===== src/rtl/sys_defs.sv =====
// Shared RS/issue definitions: function-unit encoding and issue-buffer defaults.
package sys_defs;

    typedef enum logic [1:0] {
        ALU    = 2'd0,
        MULT   = 2'd1,
        MEM    = 2'd2,
        BRANCH = 2'd3
    } FUNC_UNIT;

    localparam int FU_BUF_DEPTH        = 4;
    localparam int ISSUE_PAYLOAD_WIDTH = 64;

endpackage


===== src/rtl/fu_fifo_core.sv =====
// In-order first-word-fall-through storage with head/tail pointers and occupancy.
// A push into a full FIFO is accepted only when a pop frees a slot in the same cycle.
module fu_fifo_core
    import sys_defs::*;
#(
    parameter int DEPTH = FU_BUF_DEPTH,
    parameter int WIDTH = ISSUE_PAYLOAD_WIDTH
) (
    input  logic                       clock,
    input  logic                       reset,
    input  logic                       flush,
    input  logic                       push,
    input  logic                       pop,
    input  logic [WIDTH-1:0]           wdata,
    output logic [WIDTH-1:0]           head_data,
    output logic [$clog2(DEPTH):0]     count,
    output logic                       full,
    output logic                       empty
);

    localparam int PTR_W = $clog2(DEPTH);
    localparam int CNT_W = $clog2(DEPTH) + 1;

    logic [WIDTH-1:0] r_mem [DEPTH];
    logic [PTR_W-1:0] r_head;
    logic [PTR_W-1:0] r_tail;
    logic [CNT_W-1:0] r_count;
    logic             w_pop_ok;
    logic             w_push_ok;

    assign full      = (r_count == CNT_W'(DEPTH));
    assign empty     = (r_count == {CNT_W{1'b0}});
    assign w_pop_ok  = pop && !empty;
    assign w_push_ok = push && (!full || w_pop_ok);
    assign count     = r_count;
    assign head_data = r_mem[r_head];

    // Pointer and occupancy update; power-of-two depth lets pointers wrap naturally.
    always_ff @(posedge clock) begin
        if (reset || flush) begin
            r_head  <= {PTR_W{1'b0}};
            r_tail  <= {PTR_W{1'b0}};
            r_count <= {CNT_W{1'b0}};
        end else begin
            if (w_push_ok) begin
                r_tail <= r_tail + PTR_W'(1);
            end
            if (w_pop_ok) begin
                r_head <= r_head + PTR_W'(1);
            end
            case ({w_push_ok, w_pop_ok})
                2'b10:   r_count <= r_count + CNT_W'(1);
                2'b01:   r_count <= r_count - CNT_W'(1);
                default: r_count <= r_count;
            endcase
        end
    end

    // Payload storage; contents are don't-care after reset or flush.
    always_ff @(posedge clock) begin
        if (w_push_ok && !flush && !reset) begin
            r_mem[r_tail] <= wdata;
        end
    end

endmodule


===== src/rtl/fu_issue_buffer.sv =====
// Per-FU issue buffer: captures ops granted to FU_TYPE, drains them to the FU,
// and raises stall_out early enough that grants still in flight always fit.
module fu_issue_buffer
    import sys_defs::*;
#(
    parameter int       DEPTH         = FU_BUF_DEPTH,
    parameter int       PAYLOAD_WIDTH = ISSUE_PAYLOAD_WIDTH,
    parameter FUNC_UNIT FU_TYPE       = ALU,
    parameter int       SKID          = 1
) (
    input  logic                     clock,
    input  logic                     reset,
    input  logic                     flush,
    input  logic                     issue_valid,
    input  FUNC_UNIT                 issue_func,
    input  logic [PAYLOAD_WIDTH-1:0] issue_payload,
    output logic                     out_valid,
    output logic [PAYLOAD_WIDTH-1:0] out_payload,
    input  logic                     out_ready,
    output logic                     stall_out,
    output logic [$clog2(DEPTH):0]   count,
    output logic                     overflow_err
);

    localparam int CNT_W = $clog2(DEPTH) + 1;

    logic                     w_push;
    logic                     w_pop;
    logic                     w_full;
    logic                     w_empty;
    logic [CNT_W-1:0]         w_count;
    logic [PAYLOAD_WIDTH-1:0] w_head_data;
    logic                     r_overflow_err;

    assign w_push = issue_valid && (issue_func == FU_TYPE);
    assign w_pop  = out_valid && out_ready;

    fu_fifo_core #(
        .DEPTH (DEPTH),
        .WIDTH (PAYLOAD_WIDTH)
    ) u_fifo (
        .clock     (clock),
        .reset     (reset),
        .flush     (flush),
        .push      (w_push),
        .pop       (w_pop),
        .wdata     (issue_payload),
        .head_data (w_head_data),
        .count     (w_count),
        .full      (w_full),
        .empty     (w_empty)
    );

    assign out_valid = !w_empty;
    assign count     = w_count;

    // Threshold on registered count only, so FU ready never reaches the selector.
    assign stall_out = (w_count >= CNT_W'(DEPTH - SKID));

    // Head presentation is zeroed when empty so stale storage never leaks out.
    always_comb begin
        out_payload = {PAYLOAD_WIDTH{1'b0}};
        if (out_valid) begin
            out_payload = w_head_data;
        end else begin
            out_payload = {PAYLOAD_WIDTH{1'b0}};
        end
    end

    // Sticky drop flag: only reset clears it, a flush leaves it visible.
    always_ff @(posedge clock) begin
        if (reset) begin
            r_overflow_err <= 1'b0;
        end else if (w_push && w_full && !w_pop && !flush) begin
            r_overflow_err <= 1'b1;
        end
    end

    assign overflow_err = r_overflow_err;

endmodule

===== config.mk =====
export PLATFORM = sky130hd
export DESIGN_NAME = fu_issue_buffer
export DESIGN_NICKNAME = d
export VERILOG_FILES = /design/src/rtl/sys_defs.sv /design/src/rtl/fu_fifo_core.sv /design/src/rtl/fu_issue_buffer.sv
export SDC_FILE = /design/constraint.sdc
export NUM_CORES = 1
export LEC_CHECK = 0
export ABC_AREA = 0
export CAP_MARGIN = 25
export CORE_ASPECT_RATIO = 0.9
export CORE_MARGIN = 5
export CORE_UTILIZATION = 44
export CTS_BUF_LIST = sky130_fd_sc_hd__clkbuf_2 sky130_fd_sc_hd__clkbuf_4 sky130_fd_sc_hd__clkbuf_8
export CTS_CLUSTER_DIAMETER = 60
export DETAILED_ROUTE_END_ITERATION = 10
export PLACE_DENSITY = 0.66
export RECOVER_POWER = 50
export SKIP_LAST_GASP = 1
export SYNTH_ARGS = -nofsm -noshare
export SYNTH_HDL_FRONTEND = slang
export SYNTH_SLANG_ARGS = --single-unit

===== constraint.sdc =====
create_clock -name clock -period 6.4 [get_ports clock]
set_input_delay 0.96 -clock clock [delete_from_list [all_inputs] [get_ports clock]]
set_output_delay 0.96 -clock clock [all_outputs]
set_load 0.02 [all_outputs]

==> metrics.csv, run 1 <==
metric;value;unit
status;complete, no violations;
synthesis.area;10200;sq um
layout_min_cycle_time;4.06;ns
tritoncts;yes;
path_clk_slew;0.06;ns
fmax;246;MHz
crit_chain;buf_16 > buf_4 > mux4_2 > and2_1 > clkdlybuf4s50_1;
drcViolationCount;0;
slew_headroom;1.39;%
overflow;0;
finClkSkew;0.0169;ns
slew_viol_final;0;
postRouteAntennaNets;0;
grt_max_degree;65;
cts-root-buf;clkbuf_8;
cp_num_buf_inv;3;
final_common_cell;edfxtp_1;
peakVddDrop;0.145;mV
synth-seq-area-share;77.4;%
rsz0062_at_grt;no;
numClockSinks;266;
nets;711;
tns;0;ns
final_hold_viol_count;0;
critical_path_class;flop to primary output;
synth.distinct_cells;31;
stdcell_area;12800;sq um
area_delta_synth_final;25.9;%
dr.pass1.iters;4;
wl;19.7;mm
hold_depth;2;
avgSynthCellArea;21.9;sq um
antenna_found_initial;6;
cts_made_buffers;43;
post_cts.repair.setup_buffers;0;
hold_path_class;flop to flop;
start_kind;flop;
cts_hold_buf;0;
crit_cells;5;
period_share;63.5;%
cts_buffer_depth;3;
place_hpwl;11.0;mm
vias;4955;
arrival;3.10;ns
drive_gt1_share;21.6;%
cts_resized;0;
wl_per_cell;20.4;microns
cpLargestDelayFamily;buffers and inverters;
io_buffers;140;
die_y;154;microns
place_congestion;0.694;
power_density;264;nW/um^2
fin_util;56.6;%
core-area;22600;sq um
final_cell_mix;256 x edfxtp_1, 73 x clkdlybuf4s50_1, 67 x dlygate4sd3_1, 64 x mux4_2, 64 x and2_1;
grt_pass1_wl;30.6;mm
cp_max_fo;35;
viasPerCell;5.12;
yosys_warnings;0;
initial_core_util;45.0;%
placed_cell_area;11900;sq um
die_w;170;microns
die-area;26300;sq um
dr.first_iter.drc_count;360;
grt_pass1_vias;5547;
syn_nets;541;
end_kind;primary output;
max-cap-violations;0;
postSynthCellCount;465;
grtUsageTotal;15.0;%
ios;141;
worstSkewPairLatency;0.53;ns
power.leakage;0.00406;uW
crit_required;5.44;ns
ff2ff_path_depth;4;
rows;52;
slowest_stage;mux4_2;
setup_violations;0;
cpPeakStageDelay;0.56;ns
cts_max_level;2;
tightest_slew;1.48;ns
yosys_register_bits;266;
metrics by stage:
step | total power, uW | setup WS (ns) | instances | hold slack [ns]
floorplan | 2000 | 2.76 | 465 | 0.485
global placement | 2080 | 2.53 | 881 | 0.455
detailed placement | 2090 | 2.54 | 882 | 0.493
CTS | 3440 | 1.95 | 959 | 0.500
global route | 3530 | 2.09 | 967 | 0.544
finish | 3390 | 2.34 | 968 | 0.496
routing by layer:
metal	part of all wire, %	wire, microns	track usage, %	vias to the layer above
li1	-	-	-	2232
met1	42	8340	19.7	2515
met2	49	9610	24.6	155
met3	6.7	1320	4.26	47
met4	2.2	440	4.56	6
met5	0.17	33	0	-
cells in the mapped netlist:
| library cell | count | area, sq um |
|---|---|---|
| or4b_1 | 1 | 10.0 |
| a21o_1 | 1 | 7.51 |
| or3b_4 | 1 | 11.3 |
| nor4b_2 | 1 | 15.0 |
| ha_1 | 4 | 50.1 |
| dfxtp_1 | 10 | 200 |
| clkbuf_1 | 14 | 52.6 |
| nor3b_1 | 2 | 15.0 |
| mux4_2 | 64 | 1440 |
| and2_1 | 64 | 400 |
| buf_4 | 6 | 45.0 |
| mux2i_1 | 2 | 20.0 |
| edfxtp_1 | 256 | 7690 |
| nand3_1 | 2 | 10.0 |
| nand2_1 | 3 | 11.3 |
| xor2_1 | 1 | 8.76 |
| or3_1 | 1 | 6.26 |
| buf_2 | 2 | 10.0 |
| or3_4 | 1 | 11.3 |
| or2_2 | 1 | 6.26 |
| o31a_1 | 1 | 8.76 |
| xnor2_1 | 2 | 17.5 |
| nor2_1 | 9 | 33.8 |
| a21oi_1 | 3 | 15.0 |
| and3_1 | 4 | 25.0 |
| a21oi_2 | 1 | 8.76 |
| or3_2 | 1 | 7.51 |
| nor3_1 | 1 | 5.00 |
| a21o_2 | 1 | 8.76 |
| fa_1 | 1 | 20.0 |
| inv_1 | 4 | 15.0 |
worst reg2reg max path: stages (launching register included):
cell and delay [ns]:
dfxtp_1 0.38, nor4b_2 0.19, nor2_1 0.29, and3_1 1.20, buf_16 0.33
area by class of cell:
class	count	area, sq um
Sequential cell	266	7900
Fill cell	1728	9820
Timing Repair Buffer	147	1560
Clock inverter	19	80.1
Tap cell	297	372
Inverter	4	15.0
Antenna cell	4	10.0
Multi-Input combinational cell	173	2170
Clock buffer	58	723
cells by family (layout without fill, tap and decap cells):
group / count (synthesis) / count (layout) / share of synthesized area [%]
other: 0 / 4 / 0
buffers and inverters: 26 / 228 / 1.20
adder cells (fa/ha/maj): 5 / 5 / 0.688
AND/OR/NAND/NOR: 92 / 92 / 5.58
multiplexers: 66 / 66 / 14.3
XOR/XNOR: 3 / 3 / 0.258
AO/OA/AOI/OAI: 7 / 7 / 0.479
flip-flops: 266 / 266 / 77.4
sequential cells by signal, summed over array words and instances (netlist names), named ones only:
register	flops
u_fifo.r_mem	256
u_fifo.r_head	2
overflow_err	1
u_fifo.r_tail	2
u_fifo.count	3
path summary, 6_finish.rpt:
check,from,endpoint,slack [ns]
setup reg to reg,u_fifo.count[2],u_fifo.r_mem[2][27],3.65
hold / removal,overflow_err,overflow_err,0.50
hold reg to reg,overflow_err,overflow_err,0.50
setup / recovery,flop,out_payload[40],2.34
where the power goes:
part	switching (uW)	leakage, uW	internal [uW]	total [uW]
sequential	2.52	0.00239	1910	1920
clock	618	0.000432	732	1350
combinational	60.8	0.00124	64.5	125
total	682	0.00406	2710	3390
(Power assumes the default switching activity.)
==> run 2, diff against run 1 <==
Settings changed: PLACE_DENSITY 0.66 to 0.69.
Clock period 6.4 ns to 3.28 ns, I/O delays scaled along.
==> metrics.csv, run 2 (synthesis gave the netlist of run 1 again) <==
metric;value;unit
status;complete, no violations;
grtUsageMet3;3.50;%
pwr-share-seq;57.1;%
viasPerCell;5.20;
p_sw;1280;uW
nets;721;
die_w;170;microns
power.leakage;0.00409;uW
core-area;22600;sq um
ios;141;
power_density;508;nW/um^2
crit_chain;buf_12 > mux4_2 > and2_1 > clkdlybuf4s50_1;
end_kind;primary output;
cts_max_level;2;
tns;0;ns
rsz0062_at_grt;no;
worstSkewPairLatency;0.51;ns
fin_util;56.9;%
clkPwrFrac;39.1;%
cts_resized;0;
vias;5034;
slowest_stage;mux4_2;
wl;19.6;mm
antenna_found_initial;1;
die_y;154;microns
io_buffers;140;
tightest_slew;1.01;ns
place_congestion;0.772;
place_hpwl;12.3;mm
peakVddDrop;0.286;mV
cts-root-buf;clkbuf_8;
met2_usage;24.1;%
grt_max_degree;40;
finClkSkew;0.0110;ns
final_common_cell;edfxtp_1;
r2r_setup_slack;0.91;ns
max-cap-violations;0;
setup_violations;0;
arrival;2.57;ns
initial_core_util;45.0;%
pwr-share-comb;3.8;%
post_cts.repair.setup_buffers;0;
start_kind;flop;
hold_path_class;flop to flop;
slew_viol_final;0;
layout_min_cycle_time;3.07;ns
dr.pass1.iters;4;
use_met1;20.7;%
cts_buffer_depth;3;
dr.first_iter.drc_count;381;
dp_slack;0.517;ns
cts_made_buffers;43;
final_hold_viol_count;0;
rows;52;
cp_max_fo;34;
path_clk_slew;0.06;ns
cpPeakStageDelay;0.58;ns
cp_num_buf_inv;2;
period_share;93.5;%
die-area;26300;sq um
crit_required;2.79;ns
largest_reg_flops;256;
grt_pass1_wl;30.6;mm
switching_share;19.6;%
drive_gt1_share;22.2;%
top_register;u_fifo.r_mem;
slew_headroom;32.5;%
final_cell_mix;256 x edfxtp_1, 74 x clkdlybuf4s50_1, 66 x dlygate4sd3_1, 64 x mux4_2, 64 x and2_1;
postRouteAntennaNets;0;
numClockSinks;266;
grtUsageTotal;15.0;%
critical_path_class;flop to primary output;
overflow;0;
cpLargestDelayFamily;buffers and inverters;
area_delta_synth_final;26.5;%
grt_pass1_vias;5531;
fin_ws;0.214;ns
fmax;326;MHz
wl_per_cell;20.3;microns
p_int;5260;uW
cts_hold_buf;0;
grt_busiest_layer;met2;
drcViolationCount;0;
tritoncts;yes;
-- run 2: area by class of cell --
cell class                 instances  area [sq um]
multi-input combinational        173          2160
clock inverter                    12          48.8
inverter                           4          15.0
clock buffer                      58           717
antenna                            1          2.50
tap                              297           372
fill                            1694          9760
sequential                       266          7900
timing repair buffer             157          1670
-- run 2: worst paths after layout --
check                  start                   to  depth (start not counted)
max                     flop       out_payload[7]                          4
min             overflow_err         overflow_err                          2
max reg2reg  u_fifo.count[1]  u_fifo.r_mem[2][25]                          4
min reg2reg     overflow_err         overflow_err                          2
-- run 2: worst reg2reg max path, delay by kind of cell (launching register included) --
kind	cells	cell delay, ns
buffers and inverters	1	0.29
DFF	1	0.48
and+or+nand+nor	3	1.29
-- run 2: metal layers --
| layer | up-vias | part of all wire (%) |
|---|---|---|
| met5 | - | 0.036 |
| met3 | 37 | 6.3 |
| met1 | 2571 | 43 |
| li1 | 2245 | - |
| met2 | 179 | 49 |
| met4 | 2 | 1.8 |
-- run 2: per-stage QoR --
step                hold slack (ns)  instance area, sq um  std cells  power (uW)
finish                        0.509                 12900        968        6540
global route                  0.541                 12900        967        6820
CTS                           0.512                 12900        967        6660
detailed placement            0.499                 12100        897        4070
global placement              0.460                 12100        897        4060
floorplan                     0.485                 10200        465        3890
-- run 2: power by group through the flow --
stage | Combinational, uW | Clock (uW) | Sequential, uW
global placement | 258 | 0 | 3810
finish | 246 | 2560 | 3740
detailed placement | 267 | 0 | 3810
global route | 265 | 2820 | 3730
CTS | 268 | 2650 | 3740
floorplan | 84.4 | 0 | 3810
==> run 3, diff against run 2 <==
Settings changed: CTS_CLUSTER_DIAMETER 60 to unset.
==> results of run 3 <==
No change in the layout: final DEF, timing and power equal those of run 2.
